**src/rtl/fp_add_result_collector.sv**
```systemverilog
// Collects results from the pipelined FP adder: tracks issues through a tag pipeline
// matching the adder latency, classifies each result and buffers it in a show-ahead FIFO.
module fp_add_result_collector #(
  parameter int FP_SIZE     = 32,
  parameter int EXP_SIZE    = 8,
  parameter int FRAC_SIZE   = 23,
  parameter int PIPE_STAGES = 3,
  parameter int DEPTH       = 8
) (
  input  logic                         clk,
  input  logic                         rst,
  input  logic                         enable,
  input  logic                         valid,
  input  logic [FP_SIZE-1:0]           result_in,
  output logic                         issue_ready,
  output logic                         out_valid,
  input  logic                         out_ready,
  output logic [FP_SIZE-1:0]           out_data,
  output logic                         out_zero,
  output logic                         out_inf,
  output logic                         out_nan,
  output logic                         out_denorm,
  output logic [$clog2(DEPTH+1)-1:0]   count,
  output logic                         overflow
);

  localparam int AW = $clog2(DEPTH);
  localparam int CW = $clog2(DEPTH + 1);
  localparam int SW = $clog2(DEPTH + PIPE_STAGES + 2) + 1;

  logic [PIPE_STAGES-1:0] tags;
  logic                   tf;
  logic                   en_q;

  logic [FP_SIZE-1:0]     mem_data  [DEPTH];
  logic [3:0]             mem_flags [DEPTH];
  logic [AW-1:0]          wr_ptr;
  logic [AW-1:0]          rd_ptr;
  logic [FP_SIZE-1:0]     last_data;
  logic [3:0]             last_flags;

  logic                   push;
  logic                   pop;
  logic                   full;
  logic                   do_write;
  logic [EXP_SIZE-1:0]    exp_f;
  logic [FRAC_SIZE-1:0]   frac_f;
  logic [3:0]             flags_in;
  logic [SW-1:0]          inflight;
  logic [3:0]             head_flags;

  // tf mirrors the adder's ungated output register: it is only set on the cycle
  // after the last enabled bank actually advanced, so stalls never re-push.
  always_ff @(posedge clk or posedge rst) begin
    if (rst) begin
      tags <= '0;
      tf   <= 1'b0;
      en_q <= 1'b0;
    end else begin
      en_q <= enable;
      tf   <= tags[PIPE_STAGES-1] & en_q;
      if (enable) begin
        tags[0] <= valid;
        for (int unsigned i = 1; i < PIPE_STAGES; i++)
          tags[i] <= tags[i-1];
      end
    end
  end

  always_comb begin
    exp_f    = result_in[FP_SIZE-2 -: EXP_SIZE];
    frac_f   = result_in[FRAC_SIZE-1:0];
    flags_in = '0;
    flags_in[3] = (exp_f == '0) && (frac_f == '0);
    flags_in[2] = (exp_f == '1) && (frac_f == '0);
    flags_in[1] = (exp_f == '1) && (frac_f != '0);
    flags_in[0] = (exp_f == '0) && (frac_f != '0);
  end

  assign push     = tf;
  assign out_valid = (count != '0);
  assign pop      = out_valid & out_ready;
  assign full     = (count == CW'(DEPTH));
  assign do_write = push & (~full | pop);

  always_ff @(posedge clk) begin
    if (do_write) begin
      mem_data[wr_ptr]  <= result_in;
      mem_flags[wr_ptr] <= flags_in;
    end
  end

  always_ff @(posedge clk or posedge rst) begin
    if (rst) begin
      wr_ptr     <= '0;
      rd_ptr     <= '0;
      count      <= '0;
      overflow   <= 1'b0;
      last_data  <= '0;
      last_flags <= '0;
    end else begin
      if (do_write)
        wr_ptr <= wr_ptr + 1'b1;
      if (pop) begin
        rd_ptr     <= rd_ptr + 1'b1;
        last_data  <= mem_data[rd_ptr];
        last_flags <= mem_flags[rd_ptr];
      end
      if (push & full & ~pop)
        overflow <= 1'b1;
      if (do_write & ~pop)
        count <= count + 1'b1;
      else if (pop & ~do_write)
        count <= count - 1'b1;
    end
  end

  // An empty FIFO keeps presenting the most recently popped entry.
  always_comb begin
    if (out_valid) begin
      out_data   = mem_data[rd_ptr];
      head_flags = mem_flags[rd_ptr];
    end else begin
      out_data   = last_data;
      head_flags = last_flags;
    end
  end

  assign out_zero   = head_flags[3];
  assign out_inf    = head_flags[2];
  assign out_nan    = head_flags[1];
  assign out_denorm = head_flags[0];

  always_comb begin
    inflight = SW'(tf);
    for (int unsigned i = 0; i < PIPE_STAGES; i++)
      inflight = inflight + SW'(tags[i]);
  end

  assign issue_ready = (SW'(count) + inflight) < SW'(DEPTH);

endmodule

```
**config.mk**
```make
export PLATFORM = sky130hd
export DESIGN_NAME = fp_add_result_collector
export DESIGN_NICKNAME = d
export VERILOG_FILES = /design/src/rtl/fp_add_result_collector.sv
export SDC_FILE = /design/constraint.sdc
export NUM_CORES = 1
export LEC_CHECK = 0
export BUFFER_PORTS_ARGS = -buffer_cell sky130_fd_sc_hd__buf_2
export CAP_MARGIN = 25
export CORE_MARGIN = 2
export CORE_UTILIZATION = 50
export DETAILED_ROUTE_END_ITERATION = 8
export GPL_ROUTABILITY_DRIVEN = 1
export GPL_TIMING_DRIVEN = 1
export PLACE_DENSITY = 0.65
export SYNTH_ARGS = -nofsm -noshare
export SYNTH_HDL_FRONTEND = slang
export SYNTH_SLANG_ARGS = --single-unit
```
**constraint.sdc**
```tcl
create_clock -name clk -period 7.7 [get_ports clk]
set_input_delay 0 -clock clk [delete_from_list [all_inputs] [get_ports clk]]
set_output_delay 0 -clock clk [all_outputs]
set_load 0.01 [all_outputs]
```
Word level (Yosys, flattened, before mapping)
Memories as Yosys holds them, arrays and structs flattened.
Cells that the tools add are included.
- memories: 2
- bits in registers: 52
- bits in writable memories: 288
- memory list (name ; words ; width ; rd ports ; clocked after Yosys merged registers in ; write ports ; line ; text):
    mem_data ; 8 ; 32 ; 1 ; 0 ; 1 ; 35 ; logic [FP_SIZE-1:0] mem_data [DEPTH];
    mem_flags ; 8 ; 4 ; 1 ; 0 ; 1 ; 36 ; logic [3:0] mem_flags [DEPTH];
- reduce and logical (&&, ||, !) cells: 9
- bitwise logic cells: 11
- add/subtract/negate cells: 8
- mux-type cells: 6
- equality and inequality tests: 2
- magnitude comparators: 1
- operator list (operator ; count):
    2-to-1 mux 32 bit ; 1
    zero test 23 bit ; 1
    nonzero test 23 bit ; 1
    2-to-1 mux 4 bit ; 3
    == test 8 bit, second input constant ; 1
    zero test 8 bit ; 1
    bitwise AND 1 bit ; 7
    adder 3 x 1 -> 3 bit, second input constant ; 2
    adder 4 x 4 -> 5 bit ; 1
    less-than comparator 5 x 4 -> 1 bit, second input constant ; 1
    adder 3 x 1 -> 4 bit ; 1
    adder 4 x 1 -> 4 bit, second input constant ; 1
    == test 4 bit, second input constant ; 1
    logical AND 1 bit ; 4
    nonzero test 4 bit ; 1
    subtractor 4 x 1 -> 4 bit, second input constant ; 1
    adder 2 x 1 -> 3 bit ; 1
    NOT 1 bit ; 3
    adder 1 x 1 -> 2 bit ; 1
    2-to-1 mux 1 bit ; 2
    nonzero test 2 bit ; 1
    OR 1 bit ; 1

Logic depth before layout (Yosys ltp)
Gate-level depths: netlist of the first run.
- depth in word-level cells: 8
- mapped depth: 11
- depth with buffers taken out: 10

Least setup slack after synthesis of the first run
OpenSTA, ideal clock, no wires.
- kind: register to register
- start point: register count[0]
- end point: memory mem_data[0][0] (enable)
- data arrival time: 3.506 ns
- cell stages (with the launch flop): 6
- slack: 3.720 ns
- data required time: 7.226 ns
- path buffers: 0
- cells stage by stage: dfrtp_1 or3_1 o21ai_1 inv_1 nand2b_1 nor3_1
- longest elaborated chain between the ends: 6
- elaborated cells between the ends (all ways): 8
- classes of those cells: eq/ne: 1; mux: 2; bitwise: 4; reduce/logical: 1
- ends and longest elaborated chain (what ; line ; text):
    from (decl) ; 23 ; output logic [$clog2(DEPTH+1)-1:0] count,
    from (signal assigned) ; 112 ; count <= count + 1'b1;
    from (signal assigned) ; 114 ; count <= count - 1'b1;
    nonzero test 4 bit / == test 4 bit (equally long branches) ; 81, 83 ;
    bitwise AND 1 bit / NOT 1 bit (equally long branches) ; 82, 84 ;
    OR 1 bit (*) ; 84 ; assign do_write = push & (~full | pop);
    bitwise AND 1 bit (*) ; 84 ;
    net do_write ; 45 ; logic do_write;
    2-to-1 mux 1 bit (*) ; 87 ; if (do_write) begin
    2-to-1 mux 1 bit (not written as such) (*) ; 88 ; mem_data[wr_ptr] <= result_in;
    to (decl) ; 35 ;
The timed path passes the listed nets; every way through them passes the cells marked *.

Worst setup path in the final report of the first run
- start point: register count[0]
- end point: register count[3]
- longest elaborated chain between the ends: 7
- elaborated cells between the ends (all ways): 15
- classes of those cells: add/sub: 2; eq/ne: 1; mux: 2; bitwise: 8; reduce/logical: 2
- ends and longest elaborated chain (what ; line ; text):
    nonzero test 4 bit / == test 4 bit (equally long branches) ; 81, 83 ;
    bitwise AND 1 bit / NOT 1 bit (equally long branches) ; 82, 84 ;
    OR 1 bit ; 84 ;
    bitwise AND 1 bit ; 84 ;
    NOT 1 bit ; 113 ; else if (pop & ~do_write)
    bitwise AND 1 bit ; 113 ;
    nonzero test 2 bit (no line) ; n/a ;
Parallel ways exist; a longest one is shown, timed or not. The select of a mux whose other input is x is not followed.
A chain may end at the register's enable or synchronous reset.

==> impl_metrics.csv, run 1 <==
group,metric,value,unit
logic_synthesis,yosysMostFrequentCell,"edfxtp_1",
clocking,cts_max_level,2,
global_routing,grt_pass1_vias,7145,
logic_synthesis,synth.cell_area,13700,sq um
logic_synthesis,synth_commonest_cells,"edfxtp_1 (288), dfrtp_1 (52), nand2_1 (47)",
setup_path,r2r-end,"count[3]",
logic_synthesis,netlist.area_leader.share,0.633,
pwr,power.density,369,nW/um^2
timing,hold_viol_final,0,
setup_path,startpoint,"count[0]",
routing,firstDrtPassIters,5,
routing,dr_total_vias,6919,
floorplanning,ios,80,
logic_synthesis,synth_ff_type,"edfxtp_1",
clocking,clk_transition_reported_paths,0.06,ns
logic_synthesis,yosysTopAreaCell,"edfxtp_1",
setup_path,cp-end-kind,"register",
pwr,p_leak,5.63,nW
layout,multi_input_area,3340,sq um
logic_synthesis,ys_ff_latch,340,
logic_synthesis,synth-edff-count,288,
floorplanning,initial_core_util,0.509,
clocking,cts-root-buf,"clkbuf_16",
setup_path,r2r-start,"count[0]",
global_routing,globalRouteTotalUtil,0.193,
routing,routedWlPerCell,22.4,um
setup_path,cp_cell_sequence,"or4_4 > nand2_4 > ha_1 > inv_1 > ha_1 > a21o_1 > a2111oi_0 > a31oi_1 > a221o_1",
logic_synthesis,muxShareOfSynthArea,0.158,
routing,wirelength,27100,um
setup_path,critPathBufInv,1,
setup_path,cp_slowest_stage_delay,0.94,ns
routing,drc,0,
floorplanning,rows,60,
layout,drive_gt1_frac,0.238,
pwr,ir_worst_vdd,0.171,mV
timing,drv_slew,0,
logic_synthesis,synth_warnings,0,
clocking,post_cts_resize_count,0,
global_routing,overflow,0,
setup_path,rr_worst_depth,9,
logic_synthesis,synth-xor-area-share,0.00320,
floorplanning,die_y,169,um
logic_synthesis,synthAdderAreaFrac,0.00933,
setup_path,critical_path.slowest_cell,"or4_4",
floorplanning,coreArea,26900,sq um
setup_path,cp_num_cells,9,
global_routing,grt_pass1_wl,41400,um
logic_synthesis,yosys.area_share.simple,0.0380,
flow_run,drv_cap,0,
floorplanning,die_area,28700,sq um
timing,period_minus_slack,4.05,ns
logic_synthesis,synth_seq_area_share,0.728,
layout,fin_util,0.587,
routing,vias_per_cell,5.73,
placed_design,hpwlAfterDp,14300,um
placed_design,io_buffers,79,
timing,clock_skew,0.0129,ns
timing,fmax,0.247,GHz
logic_synthesis,synth_compound_area_frac,0.0324,
clocking,cts_buffer_depth,3,
timing,setup_viol,0,
setup_path,crit_path_max_fanout,75,
timing,setup_tns,0,ns
clocking,cts.sink_count,340,
timing,rsz0062_at_grt,"no",
timing,hold_ws,0.212,ns
floorplanning,die_w,169,um
timing,relSlewSlack,0.365,
logic_synthesis,yosys-top-cells-area,"edfxtp_1 (63%), dfrtp_1 (9.5%), mux4_2 (6.8%)",
logic_synthesis,netlist_instances,711,
logic_synthesis,synth_area_per_cell,19.2,sq um
placed_design,gp_congestion,0.769,
setup_path,crit_required,8.09,ns
clocking,insertion_delay,0.50,ns
setup_path,crit_top_cell,"ha_1",
layout,area_growth,15.5,%
logic_synthesis,synth_top_family_by_area,"multiplexers",
setup_path,path_class,"register to register",
logic_synthesis,ys_types,37,
setup_path,setup.worst_path.end,"count[3]",
setup_path,crit_path_start_kind,"register",
routing,ant_nets,0,
setup_path,critPathTopFamily,"simple AND/OR/NAND/NOR gates",
timing,worst_slew_pin_slew,0.944,ns
layout,n_fill_cell,1957,
clocking,cts_buffers,36,
global_routing,antenna_found_initial,1,
routing,dr.first_iter.drc_count,651,
global_routing,grt_max_degree,76,
hold_path,hp-class,"primary input to register",
layout,final-seq-area,9960,sq um
logic_synthesis,async_flop_share,0.153,
clocking,cts_tree,"done",
logic_synthesis,synth_nets,757,
timing,post-route-period-util,0.526,
outcome,status,"completed",
layout,final_net_count,887,
setup_path,arrival,4.44,ns
clocking,post_cts_buffers,0,
setup_path,ff2ff_setup_slack,3.65,ns
==> cell type report <==
type / count / share of cell area
Antenna cell: 1 / 0.000159
Multi-Input combinational cell: 331 / 0.212
Clock inverter: 12 / 0.00729
Inverter: 3 / 0.000713
Clock buffer: 51 / 0.0664
Timing Repair Buffer: 129 / 0.0560
Tap cell: 341 / 0.0270
Sequential cell: 340 / 0.631
==> power by group <==
group,internal (mW),switching [mW]
registers,2.25,0.185
logic,0.786,0.931
clock network,1.01,0.664
==> through the flow <==
stage               power, mW  area [sq um]  cells  worst slack (ns)
finish                   5.83         15800   1208              3.65
floorplan                3.73         13700    711              3.72
global route             6.13         15800   1208              3.38
CTS                      5.90         15800   1206              3.68
detailed placement       4.19         14200   1107              3.69
global placement         4.14         14200   1106              3.74
==> metal layers <==
metal / up-vias / wire length (um) / track usage
li1: 3120 / - / -
met1: 3586 / 12000 / 0.271
met2: 172 / 13300 / 0.318
met3: 41 / 1190 / 0.0299
met4: 0 / 511 / 0.0546
met5: - / 0 / 0
==> worst reg2reg max path, delay by kind of cell, from the launching register on <==
family          cells  cell delay (ns)
compound gates      4             1.03
fa+ha+maj           2             0.62
buf+inv             1             0.12
flops               1             0.49
simple gates        2             1.66
==> registers in the layout (all words and copies together), names as in the netlist <==
signal      cells
mem_flags      32
last_flags      4
mem_data      256
rd_ptr          3
last_data      32
count           4
tags            3
push            1
en_q            1
overflow        1
wr_ptr          3
==> cell usage in the layout, fill, tap and decap left out, types with 12 or more instances in the layout <==
| master | instances |
|---|---|
| edfxtp_1 | 288 |
| buf_2 | 79 |
| nor2_1 | 40 |
| nand2_1 | 47 |
| mux4_1 | 31 |
| clkbuf_16 | 37 |
| a21oi_1 | 38 |
| dfrtp_1 | 49 |
| buf_4 | 12 |
| dlygate4sd3_1 | 36 |
| mux4_2 | 41 |
| mux2i_1 | 36 |
| o21ai_0 | 30 |
==> repair_timing <==
item / 4_1_cts / 5_1_grt
setup endpoints to repair: 0 / 0
hold buffers: 36 / 0
endpoints found under the hold margin: 313 / 0
==> cells by family (layout without fill, tap and decap cells) <==
| group | after synthesis | in the layout |
|---|---|---|
| mux | 113 | 113 |
| other cells | 0 | 1 |
| compound gates | 84 | 84 |
| flops | 340 | 340 |
| fa+ha+maj | 9 | 9 |
| buf+inv | 40 | 195 |
| xor+xnor | 5 | 5 |
| simple gates | 120 | 120 |
==> worst min path at each step <==
stage               depth (start not counted)    from  endpoint
floorplan                                   0  enable      en_q
global placement                            1  enable      en_q
detailed placement                          1  enable      en_q
CTS                                         2  enable      en_q
global route                                2  enable      en_q
finish                                      2  enable      en_q
No activity file was read; power rests on OpenSTA's default activity.
==> run 2, diff against run 1 <==
==> constraint.sdc (replaced) <==
create_clock -name clk -period 3.8 [get_ports clk]
set_input_delay 0 -clock clk [delete_from_list [all_inputs] [get_ports clk]]
set_output_delay 0 -clock clk [all_outputs]
set_load 0.01 [all_outputs]
==> run 2 against run 1 <==
Net effect:
- die area unchanged
- cell area increased by 0.19%
- global-route usage hardly changed
- critical path type unchanged
- first-iteration DRC count is 7.7% lower
- utilization grew 0.11 points
- critical path depth increased by 1
==> impl_metrics.csv, run 2 (synthesis results as in run 1) <==
group,metric,value,unit
outcome,status,"completed",
floorplanning,die_y,169,um
floorplanning,die_area,28700,sq um
placed_design,placed_cells,1112,
floorplanning,ios,80,
placed_design,hpwlAfterDp,15100,um
layout,largest_reg_flops,256,
timing,rsz0062_at_grt,"no",
layout,final_cell_mix,"edfxtp_1 (288), buf_2 (79), dfrtp_1 (49), nand2_1 (47), mux4_2 (41)",
timing,drv_slew,0,
routing,ant_nets,0,
setup_path,crit_path_start_kind,"register",
layout,instances_no_fill,1216,
timing,period_minus_slack,3.12,ns
pwr,p_leak,5.62,nW
clocking,cts.sink_count,340,
floorplanning,rows,60,
hold_path,hp-class,"primary input to register",
setup_path,crit_required,4.21,ns
setup_path,cp_cell_sequence,"or3_1 > o21ai_1 > inv_1 > ha_1 > inv_1 > ha_1 > a21o_1 > a2111oi_0 > a31oi_1 > a221o_1",
layout,reg.largest.list,"mem_data x256, last_data x32, mem_flags x32",
floorplanning,initial_core_util,0.509,
routing,drc,0,
pwr,power.density,744,nW/um^2
timing,clock_skew,0.0184,ns
layout,final_net_count,892,
timing,relSlewSlack,0.323,
clocking,cts_max_level,2,
setup_path,cp-end-kind,"register",
clocking,clk_transition_reported_paths,0.06,ns
routing,wirelength,26700,um
routing,dr.first_iter.drc_count,601,
placed_design,gp_congestion,0.810,
floorplanning,die_w,169,um
timing,post-route-period-util,0.821,
clocking,cts-root-buf,"clkbuf_16",
layout,area_growth,15.7,%
global_routing,overflow,0,
global_routing,grt_max_degree,75,
global_routing,grt_pass1_wl,41800,um
routing,vias_per_cell,5.65,
layout,drive_gt1_frac,0.238,
timing,fmax,0.320,GHz
setup_path,path_class,"register to register",
layout,layout_commonest_cell,"edfxtp_1",
pwr,pwr-share-clk,0.286,
clocking,cts_tree,"done",
routing,firstDrtPassIters,4,
timing,worst_slew_pin_slew,1.02,ns
flow_run,drv_cap,0,
clocking,cts_buffers,36,
routing,dr_total_vias,6869,
timing,setup_viol,0,
clocking,post_cts_resize_count,0,
pwr,p_seq_frac,0.422,
pwr,p_comb_frac,0.292,
global_routing,globalRouteTotalUtil,0.193,
placed_design,io_buffers,79,
layout,largest_register,"mem_data",
routing,routedWlPerCell,21.9,um
floorplanning,coreArea,26900,sq um
global_routing,grt_pass1_vias,7109,
timing,hold_viol_final,0,
pwr,p_sw_frac,0.307,
pwr,p_sw,3.62,mW
pwr,ir_worst_vdd,0.398,mV
clocking,insertion_delay,0.53,ns
pwr,cellInternalPower,8.15,mW
setup_path,critical_path.slowest_cell,"dfrtp_1",
setup_path,arrival,3.53,ns
global_routing,antenna_found_initial,1,
timing,setup_tns,0,ns
clocking,cts_buffer_depth,3,
setup_path,cp_slowest_stage_delay,0.48,ns
setup_path,crit_path_max_fanout,7,
## run 2: through the flow
step | util | hold slack, ns | power, mW | setup WS (ns) | instance area, sq um
after floorplan | - | 0.0314 | 7.55 | 0.784 | 13700
after global placement | 0.532 | 0.160 | 8.38 | 0.784 | 14300
after detailed placement | 0.532 | 0.175 | 8.50 | 0.717 | 14300
after CTS | 0.588 | 0.164 | 11.9 | 0.693 | 15800
after global routing | 0.589 | 0.186 | 12.4 | 0.440 | 15800
final | 0.589 | 0.182 | 11.8 | 0.679 | 15800
## run 2: layout make-up
cell class / count / area (sq um)
flip-flops and latches: 340 / 9960
clock buffers: 54 / 998
fillers: 2006 / 11100
repair buffers: 134 / 921
diodes: 1 / 2.50
clock inverters: 12 / 146
multi-input cells: 331 / 3360
well taps: 341 / 427
inverters: 3 / 11.3
## run 2: power groups by stage
stage	combinational [mW]	clock (mW)	sequential (mW)
3_5_place_dp	3.46	0	5.05
4_1_cts	3.50	3.44	4.97
2_1_floorplan	2.73	0	4.82
5_1_grt	3.79	3.59	5.03
3_3_place_gp	3.38	0	5.00
6_report	3.44	3.37	4.96
## run 2: per-layer routing
| metal | share of wire | track usage | vias up |
|---|---|---|---|
| met1 | 0.44 | 0.273 | 3550 |
| met3 | 0.045 | 0.0296 | 34 |
| met2 | 0.50 | 0.321 | 161 |
| met5 | 0 | 0 | - |
| li1 | - | - | 3124 |
| met4 | 0.018 | 0.0498 | 0 |
## run 2: final timing paths
check / endpoint / cells past startpoint / start / slack (ns)
setup / recovery: count[3] / 10 / count[0] / 0.68
hold / removal: en_q / 2 / enable / 0.18
setup reg to reg: count[3] / 10 / count[0] / 0.68
hold reg to reg: overflow / 1 / overflow / 0.45
max in group asynchronous: rd_ptr[0] / 4 / rst / 2.75
min in group asynchronous: last_flags[3] / 3 / rst / 0.19
## run 2: timing repair
action	in CTS	in global routing
hold buffers	36	0
setup buffers	0	0
hold endpoints to repair	294	0
## run 2: worst max-delay path: cells and delay by family, from the launching register on
| family | cells | cell delay [ns] |
|---|---|---|
| buf+inv | 2 | 0.30 |
| fa+ha+maj | 2 | 0.52 |
| simple gates | 1 | 0.43 |
| flops | 1 | 0.48 |
| compound gates | 5 | 1.27 |
==> run 3, diff against run 2 <==
--- a/config.mk
+++ b/config.mk
@@ -12,7 +12,7 @@
 export DETAILED_ROUTE_END_ITERATION = 8
 export GPL_ROUTABILITY_DRIVEN = 1
 export GPL_TIMING_DRIVEN = 1
-export PLACE_DENSITY = 0.65
+export PLACE_DENSITY = 0.67
 export SYNTH_ARGS = -nofsm -noshare
 export SYNTH_HDL_FRONTEND = slang
 export SYNTH_SLANG_ARGS = --single-unit
==> constraint.sdc (replaced) <==
create_clock -name clk -period 2.7 [get_ports clk]
set_input_delay 0 -clock clk [delete_from_list [all_inputs] [get_ports clk]]
set_output_delay 0 -clock clk [all_outputs]
set_load 0.01 [all_outputs]
==> run 3 against run 2 <==
Net effect:
- clock power grew 39%
- non-clock buffer count grew 15
- wire length grew 0.87%
- sequential share of layout area shrank 1.1 points
- via count grew 1.7%
- final cell count grew 0.90%
- critical path type unchanged
- critical endpoint unchanged
- largest cell class unchanged
==> impl_metrics.csv, run 3 (synthesis results as in run 1) <==
group,metric,value,unit
floorplanning,die_area,28700,sq um
layout,final_area,16100,sq um
setup_path,crit_required,3.10,ns
floorplanning,initial_core_util,0.509,
floorplanning,coreArea,26900,sq um
global_routing,overflow,0,
clocking,insertion_delay,0.52,ns
setup_path,cp-end-kind,"register",
setup_path,rr_worst_depth,10,
routing,drc,0,
routing,routedWlPerCell,21.9,um
global_routing,grt_pass1_wl,42300,um
layout,area_growth,17.7,%
timing,relSlewSlack,0.352,
routing,vias_per_cell,5.70,
global_routing,grt_pass1_vias,7418,
layout,final_net_count,906,
routing,ant_nets,0,
clocking,cts_tree,"done",
clocking,cts_buffers,35,
floorplanning,ios,80,
layout,reg.largest.list,"mem_data x256, last_data x32, mem_flags x32",
floorplanning,die_y,169,um
outcome,status,"completed",
setup_path,path_class,"register to register",
layout,num_antenna_cells,0,
placed_design,hpwlAfterDp,15300,um
placed_design,io_buffers,79,
routing,firstDrtPassIters,5,
setup_path,r2r-start,"count[0]",
placed_design,placed_area,14500,sq um
setup_path,crit_path_max_fanout,5,
flow_run,drv_cap,0,
timing,worst_slew_pin_slew,0.969,ns
layout,final_cell_mix,"edfxtp_1 (288), buf_2 (79), nand2_1 (47), dfrtp_1 (46), mux4_2 (41)",
setup_path,r2r-end,"count[3]",
layout,largest_register,"mem_data",
clocking,cts_buffer_depth,3,
routing,dr.first_iter.drc_count,491,
pwr,ir_worst_vdd,0.690,mV
clocking,cts-root-buf,"clkbuf_16",
floorplanning,die_w,169,um
hold_path,hp-class,"primary input to asynchronous set/reset pin",
placed_design,gp_congestion,0.771,
setup_path,arrival,3.04,ns
timing,setup_tns,0,ns
pwr,power.density,1050,nW/um^2
timing,post-route-period-util,0.975,
timing,hold_viol_final,0,
setup_path,ff2ff_setup_slack,0.07,ns
clocking,cts.sink_count,340,
routing,wirelength,26900,um
timing,period_minus_slack,2.63,ns
global_routing,antenna_found_initial,0,
timing,drv_slew,0,
layout,drive_gt1_frac,0.265,
layout,largest_reg_flops,256,
floorplanning,rows,60,
clocking,cts_max_level,2,
global_routing,globalRouteTotalUtil,0.195,
clocking,clk_transition_reported_paths,0.06,ns
timing,clock_skew,0.0165,ns
global_routing,grt_max_degree,75,
timing,fmax,0.380,GHz
routing,dr_total_vias,6988,
setup_path,crit_path_start_kind,"register",
timing,setup_viol,0,
pwr,p_leak,5.74,nW
layout,layout_commonest_cell,"edfxtp_1",
-- run 3: area by class of cell --
cell class / count / area, sq um
inverter: 3 / 11.3
sequential: 340 / 9960
timing repair buffer: 149 / 1190
tap: 341 / 427
multi-input combinational: 331 / 3390
clock inverter: 19 / 179
fill: 1923 / 10800
clock buffer: 44 / 940
-- run 3: stage by stage --
| stage | instances | setup slack, ns | utilization | hold WS [ns] | total power, mW |
|---|---|---|---|---|---|
| floorplan | 711 | -0.230 | - | 0.0314 | 10.7 |
| global placement | 1121 | 0.123 | 0.540 | 0.00508 | 12.0 |
| detailed placement | 1121 | -0.0227 | 0.540 | 0.000888 | 12.1 |
| CTS | 1222 | 0.00933 | 0.596 | 0.0151 | 16.9 |
| global route | 1227 | -0.0219 | 0.599 | 0.0293 | 17.7 |
| finish | 1227 | 0.0665 | 0.599 | 0.0356 | 16.8 |
-- run 3: worst max path at each step --
stage | from | endpoint | slack (ns)
4_1_cts | rd_ptr[0] | out_data[17] | 0.009
3_5_place_dp | count[0] | count[3] | -0.02
2_1_floorplan | count[0] | mem_data[6][0] | -0.23
5_1_grt | count[0] | count[3] | -0.02
6_report | count[0] | count[3] | 0.07
3_3_place_gp | count[2] | count[3] | 0.12
-- run 3: repair_timing --
action | CTS | global route
pin swaps | 1 | 5
setup endpoints to repair | 2 | 17
hold buffers | 36 | 0
buffers inserted | 2 | 4
resized for setup | 2 | 3
hold endpoints to repair | 313 | 0
-- run 3: routing by layer --
metal / wire (um) / GRT usage / up-vias
met5: 0 / 0 / -
met4: 560 / 0.0569 / 0
met3: 1270 / 0.0322 / 42
met2: 13600 / 0.333 / 182
met1: 11500 / 0.263 / 3615
li1: - / - / 3149
-- run 3: worst max-delay path, stage by stage (launching register included) --
cell,delay [ns]
dfrtp_2,0.44
or3_4,0.41
o21ai_4,0.18
inv_1,0.09
ha_2,0.21
inv_2,0.07
ha_1,0.22
a21o_1,0.20
a2111oi_2,0.29
a31oi_1,0.09
a221o_1,0.32
-- run 3: power by group --
group | switching, mW | total, mW | internal (mW) | leakage (nW)
logic | 2.81 | 5.30 | 2.50 | 1.97
registers | 0.419 | 6.84 | 6.42 | 3.22
clock network | 1.92 | 4.69 | 2.77 | 0.554
